--- config.mk ---
export PLATFORM = sky130hd
export DESIGN_NAME = seg_scan_controller
export DESIGN_NICKNAME = d
export VERILOG_FILES = /design/src/rtl/seg_scan_controller.sv
export SDC_FILE = /design/constraint.sdc
export NUM_CORES = 1
export LEC_CHECK = 0
export ABC_AREA = 1
export BUFFER_PORTS_ARGS = -buffer_cell sky130_fd_sc_hd__buf_2
export CAP_MARGIN = 40
export CELL_PAD_IN_SITES_DETAIL_PLACEMENT = 1
export CELL_PAD_IN_SITES_GLOBAL_PLACEMENT = 1
export CORE_UTILIZATION = 45
export DETAILED_ROUTE_END_ITERATION = 8
export HOLD_SLACK_MARGIN = 0.08
export PLACE_DENSITY = 0.92
export REMOVE_ABC_BUFFERS = 1
export SLEW_MARGIN = 20
export SYNTH_ARGS = -nofsm -noshare
export SYNTH_HDL_FRONTEND = slang
export SYNTH_SLANG_ARGS = --single-unit
--- constraint.sdc ---
create_clock -name clk -period 4.7 [get_ports clk]
set_input_delay 0.47 -clock clk [delete_from_list [all_inputs] [get_ports clk]]
set_output_delay 0.47 -clock clk [all_outputs]
set_load 0.01 [all_outputs]
--- src/rtl/seg_scan_controller.sv ---
// Time-multiplexed scan controller for a multi-digit 7-segment display.
// Holds a double-buffered BCD frame and steps a shared decoder through it digit by digit.
module seg_scan_controller #(
    parameter int NUM_DIGITS   = 4,
    parameter int SLOT_CYCLES  = 50000,
    parameter int BLANK_CYCLES = 500
) (
    input  logic                    clk,
    input  logic                    rst_n,
    input  logic                    en,
    input  logic                    wr_valid,
    input  logic [4*NUM_DIGITS-1:0] wr_data,
    output logic                    wr_ready,
    output logic [3:0]              bcd_out,
    output logic [NUM_DIGITS-1:0]   dig_en,
    output logic                    blank,
    output logic [2:0]              cur_digit,
    output logic                    frame_done,
    output logic [1:0]              dbg_state
);

    localparam int CW = (SLOT_CYCLES > 2) ? $clog2(SLOT_CYCLES) : 1;
    localparam logic [CW-1:0] SLOT_LAST  = CW'(SLOT_CYCLES - 1);
    localparam logic [CW-1:0] BLANK_LAST = CW'(BLANK_CYCLES - 1);
    localparam logic [2:0]    LAST_DIGIT = 3'(NUM_DIGITS - 1);
    localparam logic [4*NUM_DIGITS-1:0] ALL_BLANK = {NUM_DIGITS{4'hF}};

    typedef enum logic [1:0] {
        S_IDLE  = 2'd0,
        S_BLANK = 2'd1,
        S_SHOW  = 2'd2
    } state_t;

    state_t                  state_q, state_d;
    logic [CW-1:0]           cnt_q, cnt_d;
    logic [2:0]              cur_digit_q, cur_digit_d;
    logic [4*NUM_DIGITS-1:0] display_q, display_d;
    logic [4*NUM_DIGITS-1:0] pend_data_q, pend_data_d;
    logic                    pending_q, pending_d;
    logic                    wr_ready_q, wr_ready_d;
    logic [3:0]              bcd_q, bcd_d;
    logic [NUM_DIGITS-1:0]   dig_en_q, dig_en_d;
    logic                    blank_q, blank_d;
    logic                    frame_done_q, frame_done_d;
    logic                    commit;
    logic                    accept;
    logic [3:0]              digit_d;

    // Write port: a word transfers on any cycle where wr_valid && wr_ready are both high.
    // wr_ready is the registered inverse of the pending flag, so a transfer and a
    // commit of the pending buffer can never happen in the same cycle.
    always_comb begin
        state_d      = state_q;
        cnt_d        = cnt_q;
        cur_digit_d  = cur_digit_q;
        display_d    = display_q;
        pend_data_d  = pend_data_q;
        pending_d    = pending_q;
        frame_done_d = 1'b0;
        commit       = 1'b0;
        accept       = wr_valid && wr_ready_q;

        case (state_q)
            S_IDLE: begin
                commit = pending_q;
                if (en) begin
                    state_d     = S_BLANK;
                    cnt_d       = '0;
                    cur_digit_d = '0;
                end
            end
            S_BLANK: begin
                if (!en) begin
                    state_d     = S_IDLE;
                    cnt_d       = '0;
                    cur_digit_d = '0;
                end else begin
                    cnt_d = cnt_q + 1'b1;
                    if (cnt_q == BLANK_LAST) begin
                        state_d = S_SHOW;
                    end
                end
            end
            S_SHOW: begin
                if (!en) begin
                    state_d     = S_IDLE;
                    cnt_d       = '0;
                    cur_digit_d = '0;
                end else if (cnt_q == SLOT_LAST) begin
                    state_d = S_BLANK;
                    cnt_d   = '0;
                    if (cur_digit_q == LAST_DIGIT) begin
                        cur_digit_d  = '0;
                        frame_done_d = 1'b1;
                        commit       = pending_q;
                    end else begin
                        cur_digit_d = cur_digit_q + 1'b1;
                    end
                end else begin
                    cnt_d = cnt_q + 1'b1;
                end
            end
            default: begin
                state_d     = S_IDLE;
                cnt_d       = '0;
                cur_digit_d = '0;
            end
        endcase

        if (commit) begin
            display_d = pend_data_q;
            pending_d = 1'b0;
        end
        if (accept) begin
            pend_data_d = wr_data;
            pending_d   = 1'b1;
        end

        // Outputs are derived from the next-state values so they line up with the registered state.
        digit_d    = display_d[4*cur_digit_d +: 4];
        wr_ready_d = !pending_d;
        bcd_d      = (state_d == S_IDLE) ? 4'd0 : digit_d;
        dig_en_d   = '0;
        blank_d    = 1'b1;
        if (state_d == S_SHOW && digit_d <= 4'd9) begin
            dig_en_d = NUM_DIGITS'(1) << cur_digit_d;
            blank_d  = 1'b0;
        end
    end

    always_ff @(posedge clk) begin
        if (!rst_n) begin
            state_q      <= S_IDLE;
            cnt_q        <= '0;
            cur_digit_q  <= '0;
            display_q    <= ALL_BLANK;
            pend_data_q  <= '0;
            pending_q    <= 1'b0;
            wr_ready_q   <= 1'b1;
            bcd_q        <= 4'd0;
            dig_en_q     <= '0;
            blank_q      <= 1'b1;
            frame_done_q <= 1'b0;
        end else begin
            state_q      <= state_d;
            cnt_q        <= cnt_d;
            cur_digit_q  <= cur_digit_d;
            display_q    <= display_d;
            pend_data_q  <= pend_data_d;
            pending_q    <= pending_d;
            wr_ready_q   <= wr_ready_d;
            bcd_q        <= bcd_d;
            dig_en_q     <= dig_en_d;
            blank_q      <= blank_d;
            frame_done_q <= frame_done_d;
        end
    end

    assign wr_ready   = wr_ready_q;
    assign bcd_out    = bcd_q;
    assign dig_en     = dig_en_q;
    assign blank      = blank_q;
    assign cur_digit  = cur_digit_q;
    assign frame_done = frame_done_q;
    assign dbg_state  = state_q;

endmodule

# After elaboration in Yosys (flattened, before gate mapping)
# Cells that the tools add are included.
# word_totals
output_inout_bits	16
regBits	65
# classes
eq_ne	7
reduce_logical	8
mux	26
shift	2
add_sub_neg	2
n_bitwise	1
n_lt_le_gt_ge	1
# op_table
operator	count
16-bit two-way mux	5
16-bit one-hot mux with 3 select lines	1
16-bit by 1-bit adder with 16-bit output (second input constant)	1
16-bit equality test (second input constant)	1
16-bit by 9-bit equality test with 1-bit output (second input constant)	1
16-bit by 6-bit indexed part select with 4-bit output	1
3-bit two-way mux	5
2-bit two-way mux	5
3-bit one-hot mux with 3 select lines	1
1-bit two-way mux	7
2-bit one-hot mux with 3 select lines	1
2-bit equality test (second input constant)	2
4-bit less-or-equal comparator (second input constant)	1
2-bit zero test	2
4-bit AND reduction	1
1-bit by 3-bit left shift with 4-bit output (first input constant)	1
3-bit by 1-bit adder with 3-bit output (second input constant)	1
3-bit by 2-bit equality test with 1-bit output (second input constant)	1
2-bit by 1-bit equality test with 1-bit output (second input constant)	1
1-bit logical AND	2
2-bit != test (second input constant)	1
1-bit one-hot mux with 2 select lines	1
2-bit AND reduction	1
2-bit OR reduction	1
2 further kinds	2

# Longest topological paths before layout
# depth
depth_word	10
depth_mapped	18

# Worst setup path after synthesis
# Ideal clock, no wire load.
# synth_timing
path_kind	register -> register
start	register state_q[0] (netlist: dbg_state[0])
end	register dig_en_q[0] (netlist: dig_en[0])
stages_incl_launch_ff	17
setup_time_ps	115
arrival_time_ps	1843
slack_ps	2742
cell_sequence	dfxtp_1 -> inv_1 -> ha_1 -> inv_2 -> nor2_1 -> inv_2 -> nand2_1 -> nand2_1 -> nand2_1 -> nand2_2 -> buf_6 -> nor2_1 -> nor2_2 -> nor2_2 -> nand2_2 -> nand3_2 -> nor2_1
# synth_via
elab_chain_cells	7
# synth_lines
item	line	text
from (decl)	34	state_t state_q, state_d;
from (signal assigned)	145	state_q <= state_d;
2-bit equality test / 2-bit zero test (equally long branches)	63	case (state_q)
1-bit one-hot mux with 2 select lines	63	
16-bit two-way mux	110	if (commit) begin
16-bit by 6-bit indexed part select with 4-bit output	120	digit_d = display_d[4*cur_digit_d +: 4];
4-bit less-or-equal comparator	125	if (state_d == S_SHOW && digit_d <= 4'd9) begin
1-bit logical AND	125	
2-bit AND reduction (no line)	-	
to (signal assigned)	153	dig_en_q <= dig_en_d;
to (decl)	42	logic [NUM_DIGITS-1:0] dig_en_q, dig_en_d;
# Parallel ways exist; a longest one is shown, timed or not.
# A chain may end at the register's enable or synchronous reset.

# Worst setup path after layout
# layout_timing
start	register cnt_q[0]
end	register dig_en_q[1] (netlist: dig_en[1])
# layout_via
elab_chain_cells	9
# layout_lines
item	line	text
from (decl)	35	logic [CW-1:0] cnt_q, cnt_d;
from (signal assigned)	146	cnt_q <= cnt_d;
16-bit equality test	89	end else if (cnt_q == SLOT_LAST) begin
1-bit two-way mux	89	
1-bit two-way mux	85	if (!en) begin
1-bit one-hot mux with 2 select lines	63	
16-bit two-way mux	110	
16-bit by 6-bit indexed part select with 4-bit output	120	
4-bit less-or-equal comparator	125	
1-bit logical AND	125	
2-bit AND reduction (no line)	-	
# Parallel ways exist; a longest one is shown, timed or not.

==> summary.txt <==
Status
  – Status: finished, final reports clean

Global routing
  – First-pass GRT wire length: 14830 µm
  – Number of global-route vias before repair: 3089
  – GR Util All Layers: 26.53%
  – Initial antenna violation count: 0
  – Total congestion overflow after global routing: 0
  – Largest net degree at the start of global routing: 33

Drt
  – Detailed-route via count: 2965
  – Remaining DRCs: 0
  – Routed vias/inst: 5.411
  – Total routed wirelength: 8923 µm
  – Pre-antenna DRT Iters: 4
  – Number of nets with antenna violations after detailed routing: 0
  – Routed length per instance: 16.28 µm
  – Initial DRC Count: 93

Pwr
  – Maximum VDD drop: 0.0002190 V
  – Overall Power: 1.268 mW
  – Pwr dens: 356.8 nW/µm²
  – Pleak: 1.698 nW

Synth
  – Syn Inst Count: 430
  – Count of cell types in the netlist: 36
  – Cell area after synthesis: 3108 µm²
  – Sequential cell area fraction in the yosys report: 41.87%
  – Yosys reg bits: 65
  – Warnings from Yosys: 0
  – Post-synthesis average cell area: 7.228 µm²

Layout
  – Number of filler cells placed in the layout: 863
  – Final Util: 54.71%
  – Most common library cell in the layout ignoring fill and taps: sky130_fd_sc_hd__nand2_1
  – Net count reported at finish: 492
  – Number of inserted diodes: 0
  – Area added between synthesis and finish: 14.33%
  – Layout cells sized above 1: 20.38%
  – Commonest cells after routing, fill and taps aside: sky130_fd_sc_hd__nand2_1 (83), sky130_fd_sc_hd__dfxtp_1 (65), sky130_fd_sc_hd__nor2_1 (58)
  – Count of non-filler cells in the finished layout: 548

Setup path
  – Worst path cell trace: ha_1, nand3_2, nor2_2, nand4_2, nand2_2, nand2_4, o21ai_0, nand2_1, nand3_1, nand2_1, nor2_2, nand2_2, nand3_2, nor2_1
  – CP arrival: 2.97 ns
  – Slowest Stage Delay on Critical Path: 0.43 ns
  – Kind of start point of the critical path: flop
  – Sort of element at the end of the critical path: flop
  – Critical Path Fanout Max: 19
  – Startpoint-to-endpoint class of the critical path: reg -> reg
  – Required time at the worst-slack endpoint: 4.93 ns
  – Library cell contributing the largest single delay on the critical path: sky130_fd_sc_hd__dfxtp_1

Timing
  – Share of the cycle needed by the critical path after routing: 58.21%
  – Number of hold violations in the final report: 0
  – Final min period: 2.736 ns
  – Actual slew at the worst max-slew pin: 0.5551 ns
  – Setup violators final: 0
  – Final Slew Violations: 0
  – Worst-case clock skew: 0.01063 ns
  – Smallest hold slack: 0.3703 ns
  – Setup repair after global routing missed its margin: false
  – F_max: 365.5 MHz
  – Max transition margin: 62.99%
  – Final sum of negative setup slack: 0 ns

Worst hold path
  – Class of the tightest hold or removal check: in -> reg

Clocking
  – Post-CTS Repair Setup Buffers: 0
  – Gates resized, CTS repair: 0
  – Clock buffer count from CTS: 9
  – Clock transition at the registers of the reported paths: 0.08 ns
  – Max H-tree Level: 3
  – Insertion delay to the later sink of the worst-skew pair: 0.35 ns
  – Clock Root Buffer: sky130_fd_sc_hd__clkbuf_8
  – Post-CTS Hold Fix Bufs: 0
  – Number of clock sinks: 65
  – Buffer depth of the longest clock path: 2
  – CTS tree: done

Place
  – Gp weighted congestion: 0.8829
  – Port Buffers: 35
  – Placed instance count: 530
  – Sum of net half-perimeters after detailed placement: 6236 µm

Floorplanning
  – Initial standard-cell utilization of the core: 47.85%
  – Full die area: 7243 µm²
  – Standard-cell row count: 29
  – Height of the chip: 85.11 µm
  – Placeable core area: 6495 µm²
  – Die width: 85.11 µm
  – Number of top-level pins: 36

Run
  – Maximum capacitance violations: 0
area by class of cell:
type	instances	area [µm²]	share of cell area (%)
well taps	77	96.34	2.711
multi-input cells	293	1501	42.25
clock buffers	10	137.6	3.873
flip-flops and latches	65	1301	36.62
clock inverters	6	90.09	2.535
repair buffers	38	205.2	5.775
inverters	59	221.5	6.232
Yosys cell counts, drive strengths merged:
cell / n / area [µm²]
a211oi: 2 / 15.01
nor2: 65 / 271.5
a221oi: 3 / 26.28
dfxtp: 65 / 1301
and3: 1 / 6.260
clkbuf: 8 / 33.79
nand3: 40 / 235.2
nand2: 94 / 385.4
nand4: 8 / 56.30
inv: 59 / 221.5
xnor2: 1 / 8.760
nor3: 12 / 65.06
buf: 5 / 50.04
nand3b: 1 / 7.510
xor2: 3 / 26.28
nor4: 1 / 21.27
or2: 5 / 31.28
o22ai: 1 / 6.260
nor3b: 1 / 7.510
o21ai: 30 / 153.9
mux2i: 1 / 10.01
ha: 6 / 75.07
o31ai: 1 / 7.510
a21oi: 17 / 85.08
layer usage:
layer,part of all wire [%],global-route usage [%],up-vias
li1,-,-,1440
met1,45,32.95,1437
met2,50,45.09,68
met3,3.2,3.988,20
met4,2.2,12.79,0
met5,0,0,-
state kept, by name, indices dropped and copies added, names as in the netlist:
register / flops
bcd_out: 4
dbg_state: 2
display_q: 16
wr_ready: 1
blank: 1
dig_en: 4
pend_data_q: 16
cur_digit: 3
frame_done: 1
cnt_q: 16
pending_q: 1
worst max-delay path: cells and delay by family (launching register included):
kind                     cells  cell delay, ns
flip-flops                   1            0.43
AO/OA/AOI/OAI                1            0.34
AND/OR/NAND/NOR             12            1.58
adder cells (fa/ha/maj)      1            0.29
where the power goes:
part,internal [mW],leakage (nW),total (mW),switching (mW)
logic,0.0442,1.05,0.129,0.0848
clock network,0.315,0.113,0.549,0.234
registers,0.578,0.532,0.590,0.0128
total,0.937,1.70,1.27,0.331
cell families (layout without fill, tap and decap cells):
family                   count (synthesis)  after routing  share of synthesized area (%)
XOR/XNOR                                 4              4                          1.127
adder cells (fa/ha/maj)                  6              6                          2.415
AO/OA/AOI/OAI                           54             54                          9.460
flip-flops                              65             65                          41.87
AND/OR/NAND/NOR                        228            228                          34.98
multiplexers                             1              1                         0.3221
buffers and inverters                   72            113                          9.823
worst paths after layout:
kind	from	end	slack, ns	depth (start not counted)
max	cnt_q[0]$_SDFFE_PN0P_	dig_en[1]$_SDFF_PP0_	1.96	14
min	wr_data[3]	pend_data_q[3]$_SDFFE_PN0P_	0.37	3
max reg2reg	cnt_q[0]$_SDFFE_PN0P_	dig_en[1]$_SDFF_PP0_	1.96	14
min reg2reg	pend_data_q[4]$_SDFFE_PN0P_	pend_data_q[4]$_SDFFE_PN0P_	0.46	2
stage by stage:
stage               area [µm²]  setup slack, ns
floorplan                 3024            2.384
global placement          3303            2.077
detailed placement        3303            1.842
CTS                       3531            1.788
global route              3553            1.709
finish                    3553            1.964
Power figures use the tool's default switching activity.
